[config.mk]
export PLATFORM = sky130hd
export DESIGN_NAME = alu_share_arbiter_flat
export DESIGN_NICKNAME = d
export VERILOG_FILES = /design/src/rtl/alu_share_arbiter_if.sv /design/src/rtl/alu_share_arbiter.sv /design/src/flat_wrapper.sv
export SDC_FILE = /design/constraint.sdc
export NUM_CORES = 1
export LEC_CHECK = 0
export ABC_CLOCK_PERIOD_IN_PS = 6300
export CORE_MARGIN = 2
export CORE_UTILIZATION = 50
export DETAILED_ROUTE_END_ITERATION = 10
export PLACE_DENSITY = 0.87
export SLEW_MARGIN = 20
export SYNTH_ARGS = -nofsm -noshare
export SYNTH_HDL_FRONTEND = slang
export SYNTH_SLANG_ARGS = --single-unit
[constraint.sdc]
create_clock -name i_clk -period 6.3 [get_ports i_clk]
set_clock_uncertainty 0.05 [all_clocks]
set_input_delay 0.63 -clock i_clk [delete_from_list [all_inputs] [get_ports i_clk]]
set_output_delay 0.63 -clock i_clk [all_outputs]
set_load 0.02 [all_outputs]
[src/rtl/alu_share_arbiter_if.sv]
// alu_share_arbiter_if
// Bundles the two requester handshakes and the result handshake of
// alu_share_arbiter.
//
// Handshake rule: a transfer happens on a rising clock edge where both
// valid and ready are high. A requester keeps valid high and its payload
// stable until that edge. Ready never depends on the same channel's valid
// except through the grant choice.
//
// Signals (directions as seen by the arbiter, modport slave):
//   i_req0_valid/dataA/dataB/sel  in   requester 0 operation
//   o_req0_ready                  out  requester 0 accepted when valid
//   i_req1_valid/dataA/dataB/sel  in   requester 1 operation
//   o_req1_ready                  out  requester 1 accepted when valid
//   o_res_valid/o_res_data/o_res_id out result register contents
//   i_res_ready                   in   consumer takes result when valid
// modport master is the producer/consumer side (testbench).
interface alu_share_arbiter_if #(
  parameter int N_BITS = 16
);
  logic              i_req0_valid;
  logic [N_BITS-1:0] i_req0_dataA;
  logic [N_BITS-1:0] i_req0_dataB;
  logic [1:0]        i_req0_sel;
  logic              o_req0_ready;

  logic              i_req1_valid;
  logic [N_BITS-1:0] i_req1_dataA;
  logic [N_BITS-1:0] i_req1_dataB;
  logic [1:0]        i_req1_sel;
  logic              o_req1_ready;

  logic              o_res_valid;
  logic [N_BITS-1:0] o_res_data;
  logic              o_res_id;
  logic              i_res_ready;

  modport slave (
    input  i_req0_valid, i_req0_dataA, i_req0_dataB, i_req0_sel,
    output o_req0_ready,
    input  i_req1_valid, i_req1_dataA, i_req1_dataB, i_req1_sel,
    output o_req1_ready,
    output o_res_valid, o_res_data, o_res_id,
    input  i_res_ready
  );

  modport master (
    output i_req0_valid, i_req0_dataA, i_req0_dataB, i_req0_sel,
    input  o_req0_ready,
    output i_req1_valid, i_req1_dataA, i_req1_dataB, i_req1_sel,
    input  o_req1_ready,
    input  o_res_valid, o_res_data, o_res_id,
    output i_res_ready
  );
endinterface

[src/rtl/alu_share_arbiter.sv]
// alu_share_arbiter
// Two requesters share one registered signed ALU (add, sub, AND, OR).
// Round-robin grant between simultaneous requests; every accepted operation
// yields one tagged result in a one-deep output register with backpressure.
//
// Ports:
//   i_clk    in  clock, rising edge
//   i_rst_n  in  asynchronous active-low reset
//   bus      alu_share_arbiter_if.slave (request and result handshakes)
//
// Optional build macro: ALU_SHARE_SAT_EN -- add/sub saturate to the signed
// limits instead of wrapping. AND/OR and latency are unaffected.
module alu_share_arbiter #(
  parameter int N_BITS = 16
) (
  input  logic                   i_clk,
  input  logic                   i_rst_n,
  alu_share_arbiter_if.slave     bus
);

  logic              last_served;
  logic              free;
  logic              grant0;
  logic              grant1;
  logic              ready0;
  logic              ready1;
  logic              accept0;
  logic              accept1;
  logic              accept;
  logic [N_BITS-1:0] op_a;
  logic [N_BITS-1:0] op_b;
  logic [1:0]        op_sel;
  logic [N_BITS-1:0] alu_y;

  logic              res_valid_q;
  logic [N_BITS-1:0] res_data_q;
  logic              res_id_q;

  // The slot can take a new result if empty or being drained this cycle.
  assign free = !res_valid_q || bus.i_res_ready;

  // Round robin: a lone requester always wins; on contention the one not
  // served last wins. last_served resets to 1 so requester 0 goes first.
  always_comb begin
    grant0 = 1'b0;
    grant1 = 1'b0;
    if (bus.i_req0_valid && bus.i_req1_valid) begin
      grant0 = last_served;
      grant1 = !last_served;
    end else begin
      grant0 = bus.i_req0_valid;
      grant1 = bus.i_req1_valid;
    end
  end

  // Reset gating keeps both readies low while the block is held in reset.
  assign ready0  = grant0 && free && i_rst_n;
  assign ready1  = grant1 && free && i_rst_n;
  assign accept0 = bus.i_req0_valid && ready0;
  assign accept1 = bus.i_req1_valid && ready1;
  assign accept  = accept0 || accept1;

  assign op_a   = grant1 ? bus.i_req1_dataA : bus.i_req0_dataA;
  assign op_b   = grant1 ? bus.i_req1_dataB : bus.i_req0_dataB;
  assign op_sel = grant1 ? bus.i_req1_sel   : bus.i_req0_sel;

`ifdef ALU_SHARE_SAT_EN
  // One extra bit of headroom: overflow shows as the top two bits differing.
  logic [N_BITS:0] arith;

  always_comb begin
    arith = op_sel[0] ? ({op_a[N_BITS-1], op_a} - {op_b[N_BITS-1], op_b})
                      : ({op_a[N_BITS-1], op_a} + {op_b[N_BITS-1], op_b});
    case (op_sel)
      2'd2:    alu_y = op_a & op_b;
      2'd3:    alu_y = op_a | op_b;
      default: begin
        if (arith[N_BITS] != arith[N_BITS-1]) begin
          alu_y = arith[N_BITS] ? {1'b1, {(N_BITS-1){1'b0}}}
                                : {1'b0, {(N_BITS-1){1'b1}}};
        end else begin
          alu_y = arith[N_BITS-1:0];
        end
      end
    endcase
  end
`else
  logic [N_BITS-1:0] arith;

  always_comb begin
    arith = op_sel[0] ? (op_a - op_b) : (op_a + op_b);
    case (op_sel)
      2'd2:    alu_y = op_a & op_b;
      2'd3:    alu_y = op_a | op_b;
      default: alu_y = arith;
    endcase
  end
`endif

  // Accept takes priority over drain: a drain plus accept on the same edge
  // simply reloads the register with the new result.
  always_ff @(posedge i_clk or negedge i_rst_n) begin
    if (!i_rst_n) begin
      res_valid_q <= 1'b0;
      res_data_q  <= '0;
      res_id_q    <= 1'b0;
      last_served <= 1'b1;
    end else if (accept) begin
      res_valid_q <= 1'b1;
      res_data_q  <= alu_y;
      res_id_q    <= accept1;
      last_served <= accept1;
    end else if (res_valid_q && bus.i_res_ready) begin
      res_valid_q <= 1'b0;
    end
  end

  assign bus.o_req0_ready = ready0;
  assign bus.o_req1_ready = ready1;
  assign bus.o_res_valid  = res_valid_q;
  assign bus.o_res_data   = res_data_q;
  assign bus.o_res_id     = res_id_q;

endmodule

[src/flat_wrapper.sv]
// flat-port wrapper written by rule: the top's interface ports become plain ports
module alu_share_arbiter_flat 
#(
  parameter int N_BITS = 16
)
  (i_clk, i_rst_n, bus_i_req0_valid, bus_i_req0_dataA, bus_i_req0_dataB, bus_i_req0_sel, bus_o_req0_ready, bus_i_req1_valid, bus_i_req1_dataA, bus_i_req1_dataB, bus_i_req1_sel, bus_o_req1_ready, bus_o_res_valid, bus_o_res_data, bus_o_res_id, bus_i_res_ready);
  alu_share_arbiter_if #(.N_BITS(N_BITS)) bus_i ();
  input  logic i_clk;
  input  logic i_rst_n;
  input wire logic [$bits(bus_i.i_req0_valid)-1:0] bus_i_req0_valid;
  input wire logic [$bits(bus_i.i_req0_dataA)-1:0] bus_i_req0_dataA;
  input wire logic [$bits(bus_i.i_req0_dataB)-1:0] bus_i_req0_dataB;
  input wire logic [$bits(bus_i.i_req0_sel)-1:0] bus_i_req0_sel;
  output wire logic [$bits(bus_i.o_req0_ready)-1:0] bus_o_req0_ready;
  input wire logic [$bits(bus_i.i_req1_valid)-1:0] bus_i_req1_valid;
  input wire logic [$bits(bus_i.i_req1_dataA)-1:0] bus_i_req1_dataA;
  input wire logic [$bits(bus_i.i_req1_dataB)-1:0] bus_i_req1_dataB;
  input wire logic [$bits(bus_i.i_req1_sel)-1:0] bus_i_req1_sel;
  output wire logic [$bits(bus_i.o_req1_ready)-1:0] bus_o_req1_ready;
  output wire logic [$bits(bus_i.o_res_valid)-1:0] bus_o_res_valid;
  output wire logic [$bits(bus_i.o_res_data)-1:0] bus_o_res_data;
  output wire logic [$bits(bus_i.o_res_id)-1:0] bus_o_res_id;
  input wire logic [$bits(bus_i.i_res_ready)-1:0] bus_i_res_ready;
  assign bus_i.i_req0_valid = bus_i_req0_valid;
  assign bus_i.i_req0_dataA = bus_i_req0_dataA;
  assign bus_i.i_req0_dataB = bus_i_req0_dataB;
  assign bus_i.i_req0_sel = bus_i_req0_sel;
  assign bus_o_req0_ready = bus_i.o_req0_ready;
  assign bus_i.i_req1_valid = bus_i_req1_valid;
  assign bus_i.i_req1_dataA = bus_i_req1_dataA;
  assign bus_i.i_req1_dataB = bus_i_req1_dataB;
  assign bus_i.i_req1_sel = bus_i_req1_sel;
  assign bus_o_req1_ready = bus_i.o_req1_ready;
  assign bus_o_res_valid = bus_i.o_res_valid;
  assign bus_o_res_data = bus_i.o_res_data;
  assign bus_o_res_id = bus_i.o_res_id;
  assign bus_i.i_res_ready = bus_i_res_ready;
  alu_share_arbiter #(.N_BITS(N_BITS)) u_core (.i_clk(i_clk), .i_rst_n(i_rst_n), .bus(bus_i));
endmodule
==> flow_summary.toml <==
[die]
rows = 26
initial_core_util_pct = 52.0
io_pins = 93
dieWidth_um = 77.1
die_h_um = 77.1
die_area_mm2 = 0.00594
coreArea_mm2 = 0.00514

[setup_path]
critPathTopFamily = "compound AO/OA/AOI/OAI gates"
r2r_start = "u_core.last_served$_DFFE_PN1P_"
cp_max_fo = 30
critical_path_class = "in2reg"
reg2regPathDepth = 13
slowest_stage = "a21bo_2"
cp.buffers_inverters = 1
cp.arrival_ps = 4680
cp-startpoint = "bus_i_req0_valid"
cpPeakStageDelay_ps = 610
startpoint_type = "primary input"
cp.required_ps = 6360
r2r_slack_ps = 2110
path_cells = "clkdlybuf4s50_1 > a21bo_2 > nand2_1 > and2_1 > ha_1 > o21ai_0 > fa_1 > a211oi_2 > nor3_1 > or3_4 > a2111oi_4 > o31ai_2 > xnor2_1 > o221ai_1"
reg2reg_to = "u_core.bus.o_res_data[14]$_DFFE_PN0P_"
end_kind = "register"

[logic_synthesis]
syn_avg_cell_area_um2 = 6.88
yosysSeqAreaShare_pct = 17.8
synth_edf_count = 0
synth.top_cell.area_share_pct = 16.9
synthTopCellsByArea = "dfrtp_1, nand2_1, ha_1"
synth_top_area_cell = "dfrtp_1"
ys.flop_type = "dfrtp_1"
ys_ff_latch = 19
syn_nets = 480
ys_warn_count = 0
async_flop_share_pct = 100
ys_types = 48
synth_area_mm2 = 0.00267
synthCells = 388

[worst_hold_path]
whs_path_depth = 2
hp-class = "reg2reg"
hp-start = "u_core.bus.o_res_data[8]$_DFFE_PN0P_"
min_to = "u_core.bus.o_res_data[8]$_DFFE_PN0P_"

[clock_tree]
clk_root_buffer_cell = "clkbuf_8"
cts_htree_levels = 1
cts_sinks = 19
cts_tree = "done"
cts_inserted_buffers = 3
cts.path.max_buffers = 2
insertion_delay_ps = 250
post_cts_buffers = 0
clk_pin_slew_ps = 70
cts.hold.buffers_added = 0
cts_resized = 0

[layout]
n_antenna_cell = 0
fin_cells = 542
nets = 565
syn_to_final_growth_pct = 38.2
final_common_cell = "nand2_1"
mostFrequentLayoutCells = "nand2_1, clkdlybuf4s50_1, nor2_1, o21ai_0, a21oi_1"
finish.instance_area_mm2 = 0.00369
fillers = 455
final_layout_size_suffix_gt1_share_pct = 4.03

[power_and_ir_drop]
sw_frac_of_total_pct = 44.9
clock_power_share_pct = 8.7
p_int_mw = 0.514
power_leakage_nw = 1.57
p_per_area_mw_per_mm2 = 252
max-vdd-ir-drop_mv = 0.155
pwr-share-comb_pct = 70.5
seq_power_share_pct = 20.7
power.switching_mw = 0.418
total_power_mw = 0.932

[global_routing]
grt_pass1_vias = 2870
grtUsageTotal_pct = 26.6
overflow = 0
grt_max_degree = 34
grt_pass1_wl_um = 13300
antenna_found_initial = 0

[placement]
dp.cells = 538
dpl_cell_area_mm2 = 0.00365
place_ws_ps = 1470
globalplace.congestion = 0.918
io_buffers = 92
hpwl_um = 6380

[drt]
avgRoutedWirePerCell_um = 14.4
vias = 3085
drc = 0
first_pass_iters = 5
viasPerCell = 5.69
drt-total-wl_um = 7800
ant_nets = 0
drtIter0Drc = 182

[timing]
setup_tns_ps = 0
hold_viol = 0
rsz0062_at_grt = "false"
worst_slew_pin_slew_ps = 862
max-slew-margin-rel_pct = 42.4
clock.fmax_mhz = 217
period_share_pct = 73.3
setup_viol = 0
slew_viol_final = 0
setup_slack_ps = 1680
min_period_ps = 4620

[run_status]
status = "completed"

[flow_run]
max-cap-violations = 0
==> cells by family after synthesis <==
group	count (synthesis)	synth area share, %
AOI/OAI and AO/OA	106	25.1
adders and majority gates	23	10.7
and+or+nand+nor	174	28.0
xor gates and xnor gates	24	7.87
muxes	18	6.74
buffers and inverters	24	3.79
DFF	19	17.8
==> cell type report <==
class	instances	area, um2	share of cell area (%)
multi-input combinational	345	2100	56.9
timing repair buffer	96	951	25.8
sequential	19	477	12.9
tap	70	87.6	2.37
clock buffer	4	45.0	1.22
inverter	8	30.0	0.814
==> synthesized netlist by cell type (all sizes together) (4+ instances only) <==
cell	instances
nand3	6
nand2	94
xnor2	14
maj3	4
mux2i	18
dfrtp	18
a211oi	4
buf	10
o211ai	6
inv	8
o21ai	41
o31ai	5
a31oi	4
clkbuf	6
a21oi	27
xor2	10
nor3	8
and2	7
nor2	40
ha	18
==> routing by layer <==
layer | vias up | track usage (%) | wire length (um)
met3 | 6 | 3.18 | 545
met1 | 1420 | 36.7 | 3570
met2 | 130 | 45.2 | 3640
met4 | 0 | 4.64 | 51
met5 | - | 0 | 0
li1 | 1529 | - | -
==> through the flow <==
stage	util [%]	hold slack, ps
floorplan	-	284
global placement	70.9	411
detailed placement	70.9	419
CTS	71.8	434
global route	71.8	463
finish	71.8	432
==> worst max-delay path by stage <==
stage / end / slack [ps] / cells after the start
floorplan: u_core.bus.o_res_data[14]$_DFFE_PN0P_ / 2170 / 16
global placement: u_core.bus.o_res_data[14]$_DFFE_PN0P_ / 1630 / 14
detailed placement: u_core.bus.o_res_data[14]$_DFFE_PN0P_ / 1470 / 14
CTS: u_core.bus.o_res_data[14]$_DFFE_PN0P_ / 1690 / 14
global route: u_core.bus.o_res_data[15]$_DFFE_PN0P_ / 1420 / 16
finish: u_core.bus.o_res_data[14]$_DFFE_PN0P_ / 1680 / 14
==> flip-flops by register name, indices dropped and copies added (netlist names) <==
| name | flops |
|---|---|
| u_core.bus.o_res_data | 16 |
| u_core.bus.o_res_id | 1 |
| u_core.bus.o_res_valid | 1 |
| u_core.last_served | 1 |
==> power groups by stage <==
stage / Sequential, mW / Clock (mW) / Combinational, mW
finish: 0.193 / 0.0814 / 0.657
global route: 0.199 / 0.0899 / 0.721
CTS: 0.192 / 0.0835 / 0.651
detailed placement: 0.194 / 0 / 0.648
global placement: 0.191 / 0 / 0.635
floorplan: 0.245 / 0 / 0.371
==> worst min-delay path: cells and delay by family (launching register included) <==
kind,cells,cell delay [ps]
AO/OA/AOI/OAI,1,60
flip-flops,1,350
AND/OR/NAND/NOR,1,50
No activity file was read; power rests on OpenSTA's default activity.
